$ cat config.mk
export PLATFORM = sky130hd
export DESIGN_NAME = conv_kernel_sequencer
export DESIGN_NICKNAME = d
export VERILOG_FILES = /design/src/rtl/conv_kernel_sequencer.sv
export SDC_FILE = /design/constraint.sdc
export NUM_CORES = 1
export LEC_CHECK = 0
export ABC_AREA = 1
export CAP_MARGIN = 0
export CORE_MARGIN = 4
export CORE_UTILIZATION = 52
export CTS_CLUSTER_SIZE = 16
export DETAILED_ROUTE_END_ITERATION = 8
export PLACE_DENSITY = 0.87
export SYNTH_ARGS = -nofsm -noshare
export SYNTH_HDL_FRONTEND = slang
export SYNTH_SLANG_ARGS = --single-unit
export TNS_END_PERCENT = 1
$ cat constraint.sdc
create_clock -name clk -period 2.4 [get_ports clk]
set_input_delay 0.36 -clock clk [delete_from_list [all_inputs] [get_ports clk]]
set_output_delay 0.36 -clock clk [all_outputs]
set_load 0.01 [all_outputs]
$ cat src/rtl/conv_kernel_sequencer.sv
// Coefficient sequencer for the 3x3 convolution filter.
// Holds kernel presets plus a user-writable custom bank. It snoops the filter's
// input handshake so kernel changes land only between frames, and it flags
// framing and length errors.
// Optional frame counter: define CONV_FRAME_COUNT_EN to build it; otherwise
// frame_count is tied to zero.
module conv_kernel_sequencer #(
    parameter int unsigned WIDTH   = 8,
    parameter int unsigned HEIGHT  = 8,
    parameter int unsigned COUNT_W = 16
) (
    input  logic               clk,
    input  logic               reset,
    input  logic               mon_valid,
    input  logic               mon_ready,
    input  logic               mon_sop,
    input  logic               mon_eop,
    input  logic [1:0]         mode_req,
    input  logic               mode_req_valid,
    input  logic               coef_wr_en,
    input  logic [3:0]         coef_wr_addr,
    input  logic [7:0]         coef_wr_data,
    output logic signed [7:0]  k11,
    output logic signed [7:0]  k12,
    output logic signed [7:0]  k13,
    output logic signed [7:0]  k21,
    output logic signed [7:0]  k22,
    output logic signed [7:0]  k23,
    output logic signed [7:0]  k31,
    output logic signed [7:0]  k32,
    output logic signed [7:0]  k33,
    output logic [1:0]         active_mode,
    output logic               pending,
    output logic               in_frame,
    output logic               proto_err,
    output logic               len_err,
    output logic [COUNT_W-1:0] frame_count
);

    localparam int unsigned FRAME_LEN = WIDTH * HEIGHT;
    // One spare bit so an over-long frame cannot alias onto FRAME_LEN.
    localparam int unsigned CNT_W     = $clog2(FRAME_LEN + 1) + 1;
    localparam logic [CNT_W-1:0] FRAME_LEN_C = CNT_W'(FRAME_LEN);

    localparam logic [0:0] ST_IDLE   = 1'b0;
    localparam logic [0:0] ST_ACTIVE = 1'b1;

    // Coefficient banks are packed row-major: element 0 = k11 ... element 8 = k33.
    localparam logic [8:0][7:0] K_IDENT = 72'h00_00_00_00_01_00_00_00_00;

    // Kernel selected by a mode; mode 3 takes the supplied custom bank.
    function automatic logic [8:0][7:0] preset(input logic [1:0] m,
                                               input logic [8:0][7:0] cust);
        logic [8:0][7:0] r;
        r = '0;
        case (m)
            2'd0: r[4] = 8'd1;
            2'd1: begin
                r[1] = 8'hFF;
                r[3] = 8'hFF;
                r[4] = 8'd5;
                r[5] = 8'hFF;
                r[7] = 8'hFF;
            end
            2'd2: begin
                r    = {9{8'hFF}};
                r[4] = 8'd8;
            end
            default: r = cust;
        endcase
        return r;
    endfunction

    logic [0:0]       state_q, state_d;
    logic [CNT_W-1:0] cnt_q, cnt_d, cnt_inc;
    logic             pending_q, pending_d;
    logic [1:0]       req_mode_q, req_mode_d;
    logic [1:0]       active_mode_q, active_mode_d;
    // k_q doubles as the custom active bank while mode 3 is applied.
    logic [8:0][7:0]  k_q, k_d;
    logic [8:0][7:0]  shadow_q, shadow_d;
    logic             proto_err_q, proto_err_d;
    logic             len_err_q, len_err_d;
    logic             apply;

    logic       beat, sop_beat, eop_beat, req_any;
    logic [1:0] req_mode_sel;

    // Handshake decode and the effective (latest-wins) request.
    assign beat         = mon_valid & mon_ready;
    assign sop_beat     = beat & mon_sop;
    assign eop_beat     = beat & mon_eop;
    assign req_any      = pending_q | mode_req_valid;
    assign req_mode_sel = mode_req_valid ? mode_req : req_mode_q;

    // Next-state: frame tracking, error flags, request apply and shadow writes.
    always_comb begin
        state_d       = state_q;
        cnt_d         = cnt_q;
        pending_d     = pending_q;
        req_mode_d    = req_mode_q;
        active_mode_d = active_mode_q;
        k_d           = k_q;
        shadow_d      = shadow_q;
        proto_err_d   = proto_err_q;
        len_err_d     = len_err_q;
        apply         = 1'b0;
        cnt_inc       = (cnt_q == '1) ? cnt_q : cnt_q + CNT_W'(1);

        case (state_q)
            ST_IDLE: begin
                if (sop_beat) begin
                    cnt_d   = CNT_W'(1);
                    state_d = mon_eop ? ST_IDLE : ST_ACTIVE;
                    if (mon_eop && (FRAME_LEN != 32'd1)) len_err_d = 1'b1;
                end else begin
                    apply = req_any;
                end
            end
            ST_ACTIVE: begin
                if (sop_beat) begin
                    proto_err_d = 1'b1;
                    cnt_d       = CNT_W'(1);
                    if (mon_eop) begin
                        state_d = ST_IDLE;
                        if (FRAME_LEN != 32'd1) len_err_d = 1'b1;
                    end
                end else if (eop_beat) begin
                    state_d = ST_IDLE;
                    cnt_d   = cnt_inc;
                    if (cnt_inc != FRAME_LEN_C) len_err_d = 1'b1;
                    apply   = req_any;
                end else if (beat) begin
                    cnt_d = cnt_inc;
                end
            end
            default: state_d = ST_IDLE;
        endcase

        if (apply) begin
            active_mode_d = req_mode_sel;
            k_d           = preset(req_mode_sel, shadow_q);
            pending_d     = 1'b0;
        end else begin
            pending_d  = req_any;
            req_mode_d = req_mode_sel;
        end

        if (coef_wr_en && (coef_wr_addr < 4'd9)) begin
            shadow_d[coef_wr_addr] = coef_wr_data;
        end
    end

    // State registers with synchronous reset.
    always_ff @(posedge clk) begin
        if (reset) begin
            state_q       <= ST_IDLE;
            cnt_q         <= '0;
            pending_q     <= 1'b0;
            req_mode_q    <= 2'd0;
            active_mode_q <= 2'd0;
            k_q           <= K_IDENT;
            shadow_q      <= K_IDENT;
            proto_err_q   <= 1'b0;
            len_err_q     <= 1'b0;
        end else begin
            state_q       <= state_d;
            cnt_q         <= cnt_d;
            pending_q     <= pending_d;
            req_mode_q    <= req_mode_d;
            active_mode_q <= active_mode_d;
            k_q           <= k_d;
            shadow_q      <= shadow_d;
            proto_err_q   <= proto_err_d;
            len_err_q     <= len_err_d;
        end
    end

`ifdef CONV_FRAME_COUNT_EN
    logic [COUNT_W-1:0] frame_count_q, frame_count_d;

    // Count aborted frames (SOP while active) and completed frames (EOP).
    always_comb begin
        frame_count_d = frame_count_q;
        if (sop_beat && (state_q == ST_ACTIVE)) begin
            frame_count_d = frame_count_d + COUNT_W'(1);
        end
        if (eop_beat && ((state_q == ST_ACTIVE) || mon_sop)) begin
            frame_count_d = frame_count_d + COUNT_W'(1);
        end
    end

    // Wrapping frame counter register.
    always_ff @(posedge clk) begin
        if (reset) frame_count_q <= '0;
        else       frame_count_q <= frame_count_d;
    end

    assign frame_count = frame_count_q;
`else
    assign frame_count = '0;
`endif

    assign k11         = k_q[0];
    assign k12         = k_q[1];
    assign k13         = k_q[2];
    assign k21         = k_q[3];
    assign k22         = k_q[4];
    assign k23         = k_q[5];
    assign k31         = k_q[6];
    assign k32         = k_q[7];
    assign k33         = k_q[8];
    assign active_mode = active_mode_q;
    assign pending     = pending_q;
    assign in_frame    = (state_q == ST_ACTIVE);
    assign proto_err   = proto_err_q;
    assign len_err     = len_err_q;

endmodule
Word-level counts from Yosys, hierarchy flattened
Cells that the tools add are included.

cells by class
  equal/unequal tests = 8
  magnitude comparators = 3
  reductions and logical operators = 9
  add/subtract/negate cells = 1
  bitwise gates (word level) = 5
  mux-type cells = 34

operators by type and width
  kind                                                                           number
  8-bit one-hot mux with 2 select lines                                          9
  72-bit bitwise mux                                                             1
  8-bit two-way mux                                                              6
  8-bit demux with 4-bit select                                                  1
  8-bit one-hot mux with 3 select lines                                          1
  1-bit two-way mux                                                              12
  8-bit by 1-bit adder with 8-bit output (second input constant)                 1
  8-bit == test (second input constant)                                          1
  8-bit by 7-bit != test with 1-bit output (second input constant)               1
  3-bit by 1-bit != test with 1-bit output (second input constant)               2
  1-bit one-hot mux with 2 select lines                                          3
  2-bit OR reduction                                                             3
  4-bit by 5-bit less-than comparator with 1-bit output (second input constant)  1
  4-bit by 1-bit >= comparator with 1-bit output (second input constant)         1
  4-bit less-than comparator (second input constant)                             1
  4-bit by 1-bit != test with 1-bit output (second input constant)               1
  2-bit AND reduction                                                            2
  1-bit AND                                                                      3
  3-bit AND reduction                                                            1
  2-bit by 1-bit == test with 1-bit output (second input constant)               1
  2-bit == test (second input constant)                                          1
  1-bit logical AND                                                              2
  2-bit logical NOT                                                              1
  2-bit two-way mux                                                              1
  3 further kinds                                                                3

storage, ports and cells
  output and inout port bits = 94
  register bits after elaboration = 160
  logic and storage cells = 85

Longest topological paths before layout
  word-level depth = 7
  mapped depth = 11
  mapped depth without buffers = 11

Least setup slack after synthesis
No wires, ideal clock.

  path kind = input to register
  start point = input mode_req_valid
  end point = register k_q (netlist bit k11[0])
  cell stages on the path = 10
  path slack = 0.446 ns
  library setup time = 0.074 ns
  buffers on the path = 2
  data arrival time = 1.880 ns
  required time = 2.326 ns
  path through = inv_1 -> or2_2 -> o21ai_0 -> inv_1 -> ha_1 -> clkbuf_1 -> inv_1 -> nand2_1 -> clkbuf_1 -> a31oi_1

on the way
  longest elaborated chain between the ends = 4
  elaborated cells between the ends (all ways) = 11
  classes of those cells = eq/ne (2); mux (6); bitwise (1); reduce/logical (2)

RTL lines
  item                                                                                  RTL line  source
  from (decl)                                                                           19        input logic mode_req_valid,
  2-bit two-way mux (*)                                                                 94        assign req_mode_sel = mode_req_valid ? mode_req : req_mode_q;
  named net req_mode_sel[0]                                                             87        logic [1:0] req_mode_sel;
  2-bit by 1-bit == test with 1-bit output / 2-bit logical NOT (equally long branches)  56        case (m)
  2-bit OR reduction (no line)                                                          -
  8-bit one-hot mux with 2 select lines (*)                                             56
  to (signal assigned)                                                                  172       k_q <= k_d;
  to (decl)                                                                             80        logic [8:0][7:0] k_q, k_d;

Mark *: on every way through the listed nets, which the timed path passes. The rest lies on a longest branch.
A chain may end at the register's enable or synchronous reset.

Final worst setup path
  start point = input mode_req_valid
  end point = register k_q (netlist bit k32[7])

on the way
  longest elaborated chain between the ends = 4
  elaborated cells between the ends (all ways) = 11
  classes of those cells = eq/ne (2); mux (6); bitwise (1); reduce/logical (2)

RTL lines
  item                                                                              RTL line
  2-bit two-way mux (*)                                                             94
  named net req_mode_sel[1]                                                         87
  2-bit == test / 2-bit by 1-bit == test with 1-bit output (equally long branches)  56
  2-bit OR reduction (no line)                                                      -
  8-bit one-hot mux with 2 select lines (*)                                         56

Marks and branches as above.

==> run_results.csv <==
group,metric,value,unit
routing,wire_per_inst,15.9,um
clock_tree,cts-htree-levels,4,
global_routing,antenna_found_initial,0,
clock_tree,cts.sinks,160,
timing,rsz0062_at_grt,"no",
layout,area.growth.synth_to_final,26.7,%
timing,tightestPinTransition,569,ps
timing,tns,0,ps
critical_path,critPathBufInv,5,
clock_tree,numCtsBuffers,17,
layout,utilization,0.686,
layout,final_common_cell,"dfxtp_1",
min_path,hold_path_class,"reg -> reg",
clock_tree,cts_tree,"yes",
global_routing,grt_pass1_vias,5487,
critical_path,worstSetupPathType,"in -> reg",
power_and_ir_drop,power.density,821,mW/mm^2
critical_path,crit_slowest_cell,"clkdlybuf4s50_1",
placement,hpwl,9960,um
run,maxCapViolations,0,
critical_path,r2r-start,"cnt_q[1]",
critical_path,cp_num_cells,10,
min_path,hold-path-cell-count,2,
routing,dr.pass1.iters,5,
critical_path,cp_top_family,"buffers and inverters",
clock_tree,postCtsHoldBufs,0,
synthesis,synth_top_area_share,0.507,
critical_path,startpoint,"mode_req_valid",
die,core_area,0.0117,sq mm
global_routing,grt_max_degree,94,
clock_tree,cts_buffer_depth,2,
critical_path,worst-r2r-cell-count,11,
power_and_ir_drop,p_total,6.57,mW
critical_path,worst_setup_path_start_kind,"input port",
critical_path,regToRegSetupSlack,650,ps
synthesis,yosysTopAreaCell,"dfxtp_1",
layout,diodes,0,
layout,nNetsFinal,914,
routing,ant_nets,0,
run_status,status,"completed",
routing,wirelength,16600,um
synthesis,synthesis.area,0.00632,sq mm
critical_path,crit_chain,"clkdlybuf4s50_1, inv_1, or2_2, o21ai_0, inv_1, ha_2, inv_1, nand2_1, buf_12, a31oi_1",
routing,drc,0,
power_and_ir_drop,leakage,2.84,nW
synthesis,ys_types,21,
power_and_ir_drop,ir_drop,0.578,mV
critical_path,cpMostUsedCell,"inv_1",
placement,place.gp.congestion,0.821,
die,io_pins,116,
synthesis,synth_seq_cells,160,
clock_tree,worstSkewPairLatency,420,ps
die,row_count,39,
critical_path,cp_slowest_stage_delay,530,ps
timing,max_clock_freq,490,MHz
timing,fin_skew,5.80,ps
synthesis,synth_warnings,0,
die,dieArea,0.0140,sq mm
timing,finalCritPeriodShare,0.850,
clock_tree,root_buffer,"clkbuf_16",
routing,viasPerCell,5.60,
layout,drive_gt1_frac,0.0633,
timing,finalHoldViolations,0,
synthesis,synth_top_cells_by_area,"dfxtp_1 (51%), o21ai_0 (12%), nand2_1 (7.0%)",
die,die_x,118,um
die,start_util,0.542,
synthesis,synth_seq_area_share,0.507,
synthesis,netlist_instances,808,
critical_path,crit_arrival,2370,ps
clock_tree,post-cts-setup-buffers,0,
critical_path,crit_fanout,32,
synthesis,avgSynthCellArea,7.82,sq um
critical_path,required,2730,ps
layout,layout_common_cells,"dfxtp_1 (160), o21ai_0 (147), nand2_1 (117)",
timing,relSlewSlack,0.620,
placement,io_buffer_count,99,
critical_path,worst_setup_path_end_kind,"register",
routing,drt_iter0_drc,599,
routing,num_vias,5837,
global_routing,grt_pass1_wl,27000,um
critical_path,crit_end,"k32[7]",
global_routing,grt-ovfl-total,0,
critical_path,r2r-end,"len_err",
global_routing,grt_usage,0.235,
timing,fin_crit,2040,ps
clock_tree,clk_pin_slew_worst_paths,60,ps
timing,setup_viol,0,
timing,final_max_slew_viol_count,0,
clock_tree,cts_resized,0,
die,chipHeight,118,um
[through the flow]
step           setup slack, ps  instances  hold WS [ps]  instance area [sq um]
2_1_floorplan              446        823           424                   6370
3_3_place_gp               149       1011           430                   7400
3_5_place_dp              12.6       1011           434                   7400
4_1_cts                    417       1043           444                   8000
5_1_grt                    233       1043           461                   8000
6_report                   361       1043           444                   8000
[logic make-up after synthesis]
group           after synthesis  synth area share
compound gates              301             0.254
xor+xnor                      1           0.00139
other cells                   1          0.000594
simple gates                180             0.117
buf+inv                     160             0.109
flops                       160             0.507
fa+ha+maj                     5           0.00990
[worst min path at each step]
stage / to / start
6_report: shadow_q[11] / shadow_q[11]
4_1_cts: shadow_q[2] / shadow_q[2]
5_1_grt: shadow_q[24] / shadow_q[24]
3_5_place_dp: shadow_q[41] / shadow_q[41]
2_1_floorplan: shadow_q[0] / shadow_q[0]
3_3_place_gp: shadow_q[41] / shadow_q[41]
[per-layer routing]
layer,share of wire,GRT usage,up-vias
met5,0,0,-
met4,0.031,0.100,0
met1,0.43,0.302,2725
met2,0.47,0.377,225
li1,-,-,2846
met3,0.072,0.0573,41
[state kept, by name (all words and copies together) (netlist names), 8 cells and up]
name      flops
cnt_q         8
k11           8
k12           8
k13           8
k21           8
k22           8
k23           8
k31           8
k32           8
k33           8
shadow_q     72
[layout make-up]
cell class / count / area, sq um
fillers: 895 / 3660
flip-flops and latches: 160 / 3200
multi-input cells: 503 / 2490
repair buffers: 116 / 1190
clock buffers: 19 / 453
inverters: 89 / 334
well taps: 143 / 179
clock inverters: 13 / 149
[report_power, final]
part	switching, mW	leakage [nW]	total, mW	internal (mW)
Combinational	0.511	1.24	0.922	0.411
Clock	1.12	0.293	2.73	1.61
Sequential	0.0982	1.31	2.92	2.82
Total	1.73	2.84	6.57	4.84
[tightest hold or removal path, cell delays in order (launching register included)]
cell,delay (ps)
dfxtp_1,310
inv_1,50
a21oi_1,50
[cells in the mapped netlist]
cell,number
conb_1,1
a31oi_1,66
nor3_1,1
nor2_1,28
a21oi_4,1
nand4_1,7
o21ai_0,147
clkbuf_1,39
a211oi_1,1
ha_1,5
buf_4,20
dfxtp_1,160
or2_2,4
a2bb2oi_1,1
nand3b_1,3
a21oi_1,85
buf_2,12
nand3_1,20
nand2_1,117
inv_1,89
xnor2_1,1
(Power assumes the default switching activity.)
